## src/rtl/alu_seq.sv

```systemverilog
// Clocked ALU: operands captured on start, registered result/flag/zero,
// iterative shifts of up to SHIFT_STEP bit positions per cycle.
module alu_seq #(
  parameter int W          = 8,
  parameter int SHIFT_STEP = 1
) (
  input  logic         clk,
  input  logic         reset,
  input  logic         start,
  input  logic [2:0]   alu_cmd,
  input  logic [W-1:0] inA,
  input  logic [W-1:0] inB,
  output logic         busy,
  output logic         done,
  output logic [W-1:0] rslt,
  output logic         flag,
  output logic         zero
);

  localparam int CW = $clog2(W + 1);
  localparam logic [CW-1:0] W_C    = CW'(W);
  localparam logic [CW-1:0] STEP_C = CW'(SHIFT_STEP);

  // Handshake: start is sampled only while busy=0; done is a one-cycle pulse
  // after the edge that updated rslt/flag/zero, and the block is idle then.
  typedef enum logic {IDLE, SHIFT} state_t;

  state_t        state_q, state_d;
  logic [W-1:0]  work_q, work_d;
  logic [W-1:0]  rslt_q, rslt_d;
  logic [CW-1:0] rem_q, rem_d;
  logic          dir_q, dir_d;
  logic          flag_q, flag_d;
  logic          zero_q, zero_d;
  logic          done_q, done_d;
  logic          res_wr;
  logic [CW-1:0] amt, step_k;
  logic [W:0]    sum, ext_l, ext_r;
  logic [W-1:0]  step_res;
  logic          step_out;

  assign amt    = (inB >= W'(W)) ? W_C : inB[CW-1:0];
  assign step_k = (rem_q > STEP_C) ? STEP_C : rem_q;
  assign sum    = {1'b0, inA} + {1'b0, inB};

  // The extra bit on each side catches the last bit shifted out.
  assign ext_l    = {1'b0, work_q} << step_k;
  assign ext_r    = {work_q, 1'b0} >> step_k;
  assign step_res = dir_q ? ext_r[W:1] : ext_l[W-1:0];
  assign step_out = dir_q ? ext_r[0]   : ext_l[W];

  always_comb begin
    state_d = state_q;
    work_d  = work_q;
    rem_d   = rem_q;
    dir_d   = dir_q;
    rslt_d  = rslt_q;
    flag_d  = flag_q;
    zero_d  = zero_q;
    done_d  = 1'b0;
    res_wr  = 1'b0;
    case (state_q)
      IDLE: begin
        if (start) begin
          done_d = 1'b1;
          res_wr = 1'b1;
          case (alu_cmd)
            3'b000: {flag_d, rslt_d} = sum;
            3'b011: rslt_d = inA ^ inB;
            3'b100: rslt_d = inB;
            3'b010: rslt_d = inA;
            3'b110: begin
              rslt_d = inA - inB;
              flag_d = (inB > inA);
            end
            3'b111: begin
              flag_d = (inA == inB);
              res_wr = 1'b0;
            end
            3'b001, 3'b101: begin
              if (amt == '0) begin
                rslt_d = inA;
                flag_d = 1'b0;
              end else begin
                done_d  = 1'b0;
                res_wr  = 1'b0;
                work_d  = inA;
                rem_d   = amt;
                dir_d   = alu_cmd[2];
                state_d = SHIFT;
              end
            end
          endcase
        end
      end
      SHIFT: begin
        work_d = step_res;
        rem_d  = rem_q - step_k;
        if (rem_d == '0) begin
          rslt_d  = step_res;
          flag_d  = step_out;
          res_wr  = 1'b1;
          done_d  = 1'b1;
          state_d = IDLE;
        end
      end
      default: state_d = IDLE;
    endcase
    if (res_wr) zero_d = (rslt_d == '0);
  end

  always_ff @(posedge clk) begin
    if (reset) begin
      state_q <= IDLE;
      work_q  <= '0;
      rem_q   <= '0;
      dir_q   <= 1'b0;
      rslt_q  <= '0;
      flag_q  <= 1'b0;
      zero_q  <= 1'b1;
      done_q  <= 1'b0;
    end else begin
      state_q <= state_d;
      work_q  <= work_d;
      rem_q   <= rem_d;
      dir_q   <= dir_d;
      rslt_q  <= rslt_d;
      flag_q  <= flag_d;
      zero_q  <= zero_d;
      done_q  <= done_d;
    end
  end

  assign busy = (state_q == SHIFT);
  assign done = done_q;
  assign rslt = rslt_q;
  assign flag = flag_q;
  assign zero = zero_q;

endmodule
```

## config.mk

```make
export PLATFORM = sky130hd
export DESIGN_NAME = alu_seq
export DESIGN_NICKNAME = d
export VERILOG_FILES = /design/src/rtl/alu_seq.sv
export SDC_FILE = /design/constraint.sdc
export NUM_CORES = 1
export LEC_CHECK = 0
export CELL_PAD_IN_SITES_DETAIL_PLACEMENT = 0
export CELL_PAD_IN_SITES_GLOBAL_PLACEMENT = 2
export CORE_MARGIN = 8
export CORE_UTILIZATION = 30
export CTS_BUF_LIST = sky130_fd_sc_hd__clkbuf_4
export CTS_CLUSTER_SIZE = 14
export DETAILED_ROUTE_END_ITERATION = 6
export HOLD_SLACK_MARGIN = 0.08
export PLACE_DENSITY = 0.8
export SYNTH_ARGS = -nofsm -noshare
export SYNTH_HDL_FRONTEND = slang
export SYNTH_SLANG_ARGS = --single-unit
```

## constraint.sdc

```tcl
create_clock -name clk -period 2.68 [get_ports clk]
set_clock_uncertainty 0.15 [all_clocks]
set_input_delay 0.268 -clock clk [delete_from_list [all_inputs] [get_ports clk]]
set_output_delay 0.268 -clock clk [all_outputs]
set_load 0.05 [all_outputs]
```

; ---- Word-level counts from Yosys, hierarchy flattened
; Index checks and enable logic that the tools add are counted.
[totals]
wordCells = 76
in_bits = 22
out_inout_bits = 12
register_bits = 25
[classes]
n_eq_ne = 14
n_shift = 2
addsub = 3
muxes = 35
n_reduce_logical = 8
n_lt_le_gt_ge = 3
n_bitwise = 3
[op_table]
columns = cell, count
row1 = 8-bit two-way mux, 7
row2 = 8-bit one-hot mux with 6 select lines, 1
row3 = 8-bit one-hot mux with 2 select lines, 2
row4 = 4-bit two-way mux, 5
row5 = 1-bit two-way mux, 13
row6 = "3-bit == test, second input constant", 4
row7 = 1-bit one-hot mux with 2 select lines, 5
row8 = 8-bit by 8-bit adder with 9-bit output, 1
row9 = 8-bit by 4-bit left shift with 9-bit output, 1
row10 = 9-bit by 4-bit >> shifter with 9-bit output, 1
row11 = 8-bit == test, 1
row12 = "8-bit by 4-bit greater-or-equal comparator with 1-bit output, second input constant", 1
row13 = 8-bit > comparator, 1
row14 = 4-bit logical NOT, 2
row15 = 8-bit logical NOT, 1
row16 = 4-bit one-hot mux with 2 select lines, 1
row17 = 4-bit AND reduction, 2
row18 = 8-bit subtractor, 1
row19 = 8-bit XOR, 1
row20 = "3-bit by 2-bit == test with 1-bit output, second input constant", 2
row21 = "5-bit by 1-bit != test with 1-bit output, second input constant", 1
row22 = "4-bit by 1-bit > comparator with 1-bit output, second input constant", 1
row23 = "2-bit by 1-bit != test with 1-bit output, second input constant", 2
row24 = "2-bit != test, second input constant", 2
row25 = 8 further kinds, 9

; ---- Depth between registers and ports, before layout
[logic_depth]
ltp_word = 8
ltp_mapped = 11
depth_no_buf = 11

; ---- Worst setup path after synthesis
; Ideal clock, no wire load.
[synth_path]
path_type = input -> register
from = input inB[2]
to = register zero_q, in the netlist zero
t_required_ps = 2446
setup_slack_ps = 116
setup_time_ps = 84
n_path_buf = 1
stages = 10
arrival_ps = 2330
path_cell_list = inv_1 ha_1 buf_6 or3b_4 and3_4 a221o_1 a211o_1 a21oi_2 nand4_1 o31ai_2
[synth_via]
elab_chain_cells = 8
word_cells_on_any_way = 15
cone_classes = 2 x add/sub / 1 x order compare / 9 x mux / 1 x bitwise / 2 x reduce/logical
[synth_rtl]
columns = item, line_no
row1 = "start, declared", 12  ; input logic [W-1:0] inB,
row2 = 8-bit by 4-bit greater-or-equal comparator with 1-bit output, 42  ; assign amt = (inB >= W'(W)) ? W_C : inB[CW-1:0];
row3 = 4-bit two-way mux, 42
row4 = 4-bit logical NOT, 81  ; if (amt == '0) begin
row5 = 8-bit two-way mux, 81
row6 = 8-bit one-hot mux with 6 select lines, 67  ; case (alu_cmd)
row7 = 8-bit two-way mux, 64  ; if (start) begin
row8 = 8-bit one-hot mux with 2 select lines, 62  ; case (state_q)
row9 = 8-bit logical NOT, 109  ; if (res_wr) zero_d = (rslt_d == '0);
row10 = "end signal, assigned", 129  ; zero_q <= zero_d;
row11 = "end, declared", 34  ; logic zero_q, zero_d;
; Several ways; a longest one is shown, not always the timed one.
; A chain may end at the register's enable or synchronous reset.

; ---- Final worst setup path
[layout_path]
from = input inA[5]
to = register zero_q, in the netlist zero
[layout_via]
elab_chain_cells = 5
word_cells_on_any_way = 8
cone_classes = 2 x add/sub / 4 x mux / 1 x bitwise / 1 x reduce/logical
[layout_rtl]
columns = item, line_no
row1 = "start, declared", 11  ; input logic [W-1:0] inA,
row2 = 8-bit subtractor (tied with other cells), 73  ; rslt_d = inA - inB;
row3 = 8-bit one-hot mux with 6 select lines *, 67
row4 = 8-bit two-way mux *, 64
row5 = 8-bit one-hot mux with 2 select lines *, 62
row6 = 8-bit logical NOT *, 109
; Every way passes the cells marked *; elsewhere a longest branch is shown, timed or not.

==> flow_metrics.py <==
metrics = {
    "drt": {
        "postRouteAntennaNets": 0,
        "vias": 3388,
        "drcViolationCount": 0,
        "wl_per_cell_um": 17.86,
        "vias_per_cell": 5.518,
        "first_pass_iters": 5,
        "wirelength_um": 10960,
        "drt_iter0_markers": 290,
    },
    "cts": {
        "clock_path_buffers": 2,
        "path_clk_slew_ns": 0.16,
        "clock_latency_ns": 0.33,
        "root_buffer": "clkbuf_4",
        "cts.sinks": 25,
        "cts_max_level": 1,
        "cts_tree": "done",
        "cts_buffers": 3,
    },
    "job": {
        "drv_cap": 0,
    },
    "sta": {
        "period_share_pct": 96.27,
        "worstMarginPinSlew_ns": 0.6058,
        "hold_viol": 0,
        "fin_crit_ns": 2.580,
        "maxSlewHeadroom_pct": 59.49,
        "fmax_ghz": 0.3876,
        "finalSetupViolations": 0,
        "maxSlewViolCount": 0,
    },
    "final_layout": {
        "nFillCells": 956,
        "finalNetCount": 527,
        "fin_util_pct": 43.37,
        "area_delta_synth_final_pct": 39.75,
        "diodes": 0,
        "layout-drive-gt1-share_pct": 25.57,
    },
    "power_and_ir_drop": {
        "p_leak_nw": 1.630,
        "power_density_nw_per_um2": 329.4,
        "vdd_ir_drop_max_mv": 0.2469,
        "design_power_total_w": 0.001320,
    },
    "floorplanning": {
        "core_um2": 9240,
        "die-area_um2": 12940,
        "ios": 34,
        "die_y_um": 113.8,
        "rows": 35,
        "die_w_um": 113.8,
        "initial_core_util_pct": 31.04,
    },
    "worst_hold_path": {
        "hold_start": "inB[2]",
        "min_path_type": "in2reg",
        "hold_path_depth": 4,
        "hold_end": "rem_q[2]",
    },
    "yosys": {
        "synth_xor_xnor_area_share_pct": 0.9162,
        "synth_compound_area_share_pct": 30.24,
        "synth_top_cell_by_area": "dfxtp_1",
        "ys.flop_type": "dfxtp_1",
        "synth_warnings": 0,
        "synthMuxAreaShare_pct": 7.461,
        "synth_top_family_by_area": "compound AO/OA/AOI/OAI gates",
        "synth_fa_ha_area_share_pct": 8.813,
        "yosysTopAreaCellShare_pct": 17.45,
        "synth-edff-count": 0,
        "syn_inst": 394,
        "ys_seq_area_share_pct": 17.45,
        "async_flop_share_pct": 0,
        "yosysMostFrequentCell": "nor2_1",
        "ys_ff_latch": 25,
        "synthesis.nets": 435,
        "synth_area_per_cell_um2": 7.279,
        "synth_cell_types": 67,
        "synth-simple-area-share_pct": 26.57,
        "ys_top_cells_by_area": "dfxtp_1 (17%), ha_1 (7.4%), mux2i_1 (6.3%)",
        "synth_commonest_cells": "nor2_1 (38), a21oi_1 (35), o21ai_0 (27)",
        "syn_area_um2": 2868,
    },
    "worst_setup_path": {
        "cp_max_fo": 5,
        "r2r_slack_ns": 0.19,
        "r2r_cells": 10,
        "arrival_ns": 2.70,
        "cp-start-kind": "primary input",
        "cp.required_ns": 2.80,
        "r2r-start": "rem_q[2]",
        "worst-setup-path-type": "in2reg",
        "critPathCaptureType": "flop",
        "rr_endpoint": "zero",
    },
    "placement": {
        "hpwl_um": 8823,
        "numPortBuffers": 33,
        "place_congestion": 0.9294,
    },
    "global_route": {
        "grt_overflow": 0,
        "antenna_found_initial": 0,
        "track_usage_pct": 16.89,
        "grt_start_max_net_pins": 32,
        "grt_pass1_wl_um": 17640,
        "grt_pass1_vias": 3286,
    },
    "outcome": {
        "status": "completed",
    },
}
## area by class of cell
type                       instances  area (um^2)  share of cell area [%]
multi-input combinational        316         2235                   55.76
timing repair buffer             117        994.7                   24.82
sequential                        25        500.5                   12.49
tap                              129        161.4                   4.027
inverter                          23        86.33                   2.154
clock buffer                       4        30.03                  0.7493
## per-layer routing
metal | track usage (%) | vias up | part of all wire [%]
li1 | - | 1634 | -
met1 | 22.80 | 1610 | 46
met2 | 27.46 | 124 | 46
met3 | 2.272 | 20 | 5.9
met4 | 4.437 | 0 | 2.3
met5 | 0 | - | 0
## critical path, stage by stage
cell and delay, ns:
clkdlybuf4s50_1 0.56, ha_1 0.43, or3_1 0.38, o21ai_0 0.12, a31oi_2 0.08, a221oi_2 0.28
nor2_1 0.09, o31a_1 0.30, o31ai_2 0.20
## repair_timing
| action | CTS | global route |
|---|---|---|
| buffers inserted | 0 | 3 |
| gates resized for setup | 15 | 15 |
| pin swaps | 11 | 7 |
| hold buffers | 0 | 0 |
| setup endpoints to repair | 2 | 3 |
## cell usage in the layout (no fill, tap or decap), drive strengths merged, types with 5 or more instances in the layout
master | synthesis | final
and3 | 5 | 5
o21ai | 29 | 29
dfxtp | 25 | 25
and2 | 5 | 5
a21oi | 36 | 36
nand4 | 7 | 7
a22oi | 6 | 6
a211oi | 15 | 15
nor3 | 14 | 14
nand3 | 7 | 7
nand2 | 24 | 24
or3 | 5 | 5
nor2 | 38 | 38
a31oi | 5 | 5
nand2b | 5 | 5
nor2b | 13 | 13
ha | 17 | 17
buf | 11 | 85
clkdlybuf4s50 | 0 | 25
mux2i | 18 | 18
inv | 22 | 22
clkbuf | 19 | 5
## cells by family (layout without fill, tap and decap cells)
group / Yosys count / count (layout)
xor+xnor: 3 / 3
buf+inv: 53 / 144
simple gates: 142 / 142
fa+ha+maj: 19 / 19
compound gates: 131 / 131
mux: 21 / 21
flops: 25 / 25
## per-stage QoR
stage | instances | TNS [ns] | setup slack (ns) | hold slack, ns | cell area (um^2)
2_1_floorplan | 394 | 0 | 0.1156 | 0.2682 | 2868
5_1_grt | 614 | -0.05630 | -0.05630 | 0.3372 | 4008
3_5_place_dp | 607 | -2.242 | -0.4510 | 0.3604 | 3844
6_report | 614 | 0 | 0.09984 | 0.3137 | 4008
4_1_cts | 611 | 0 | 0.004974 | 0.3859 | 3933
3_3_place_gp | 607 | -2.067 | -0.4362 | 0.3576 | 3844
## flip-flops by register name, summed over array words and instances, names as in the netlist
signal and count:
busy 1, dir_q 1, done 1, flag 1, rem_q 4, rslt 8, work_q 8, zero 1
## power by group
| group | switching (W) | leakage (nW) | internal [W] |
|---|---|---|---|
| clock | 0.000127 | 0.0184 | 0.0000685 |
| sequential | 0.0000249 | 0.205 | 0.000397 |
| combinational | 0.000383 | 1.41 | 0.000320 |
## how the worst max path moves through the flow
stage,from,end,slack [ns],cells past startpoint
6_report,inA[5],zero,0.1,9
3_5_place_dp,inA[0],zero,-0.45,12
5_1_grt,inB[0],zero,-0.06,11
2_1_floorplan,inB[2],zero,0.12,10
4_1_cts,inB[2],zero,0.005,10
3_3_place_gp,inA[0],zero,-0.44,12
No activity file was read; power rests on OpenSTA's default activity.
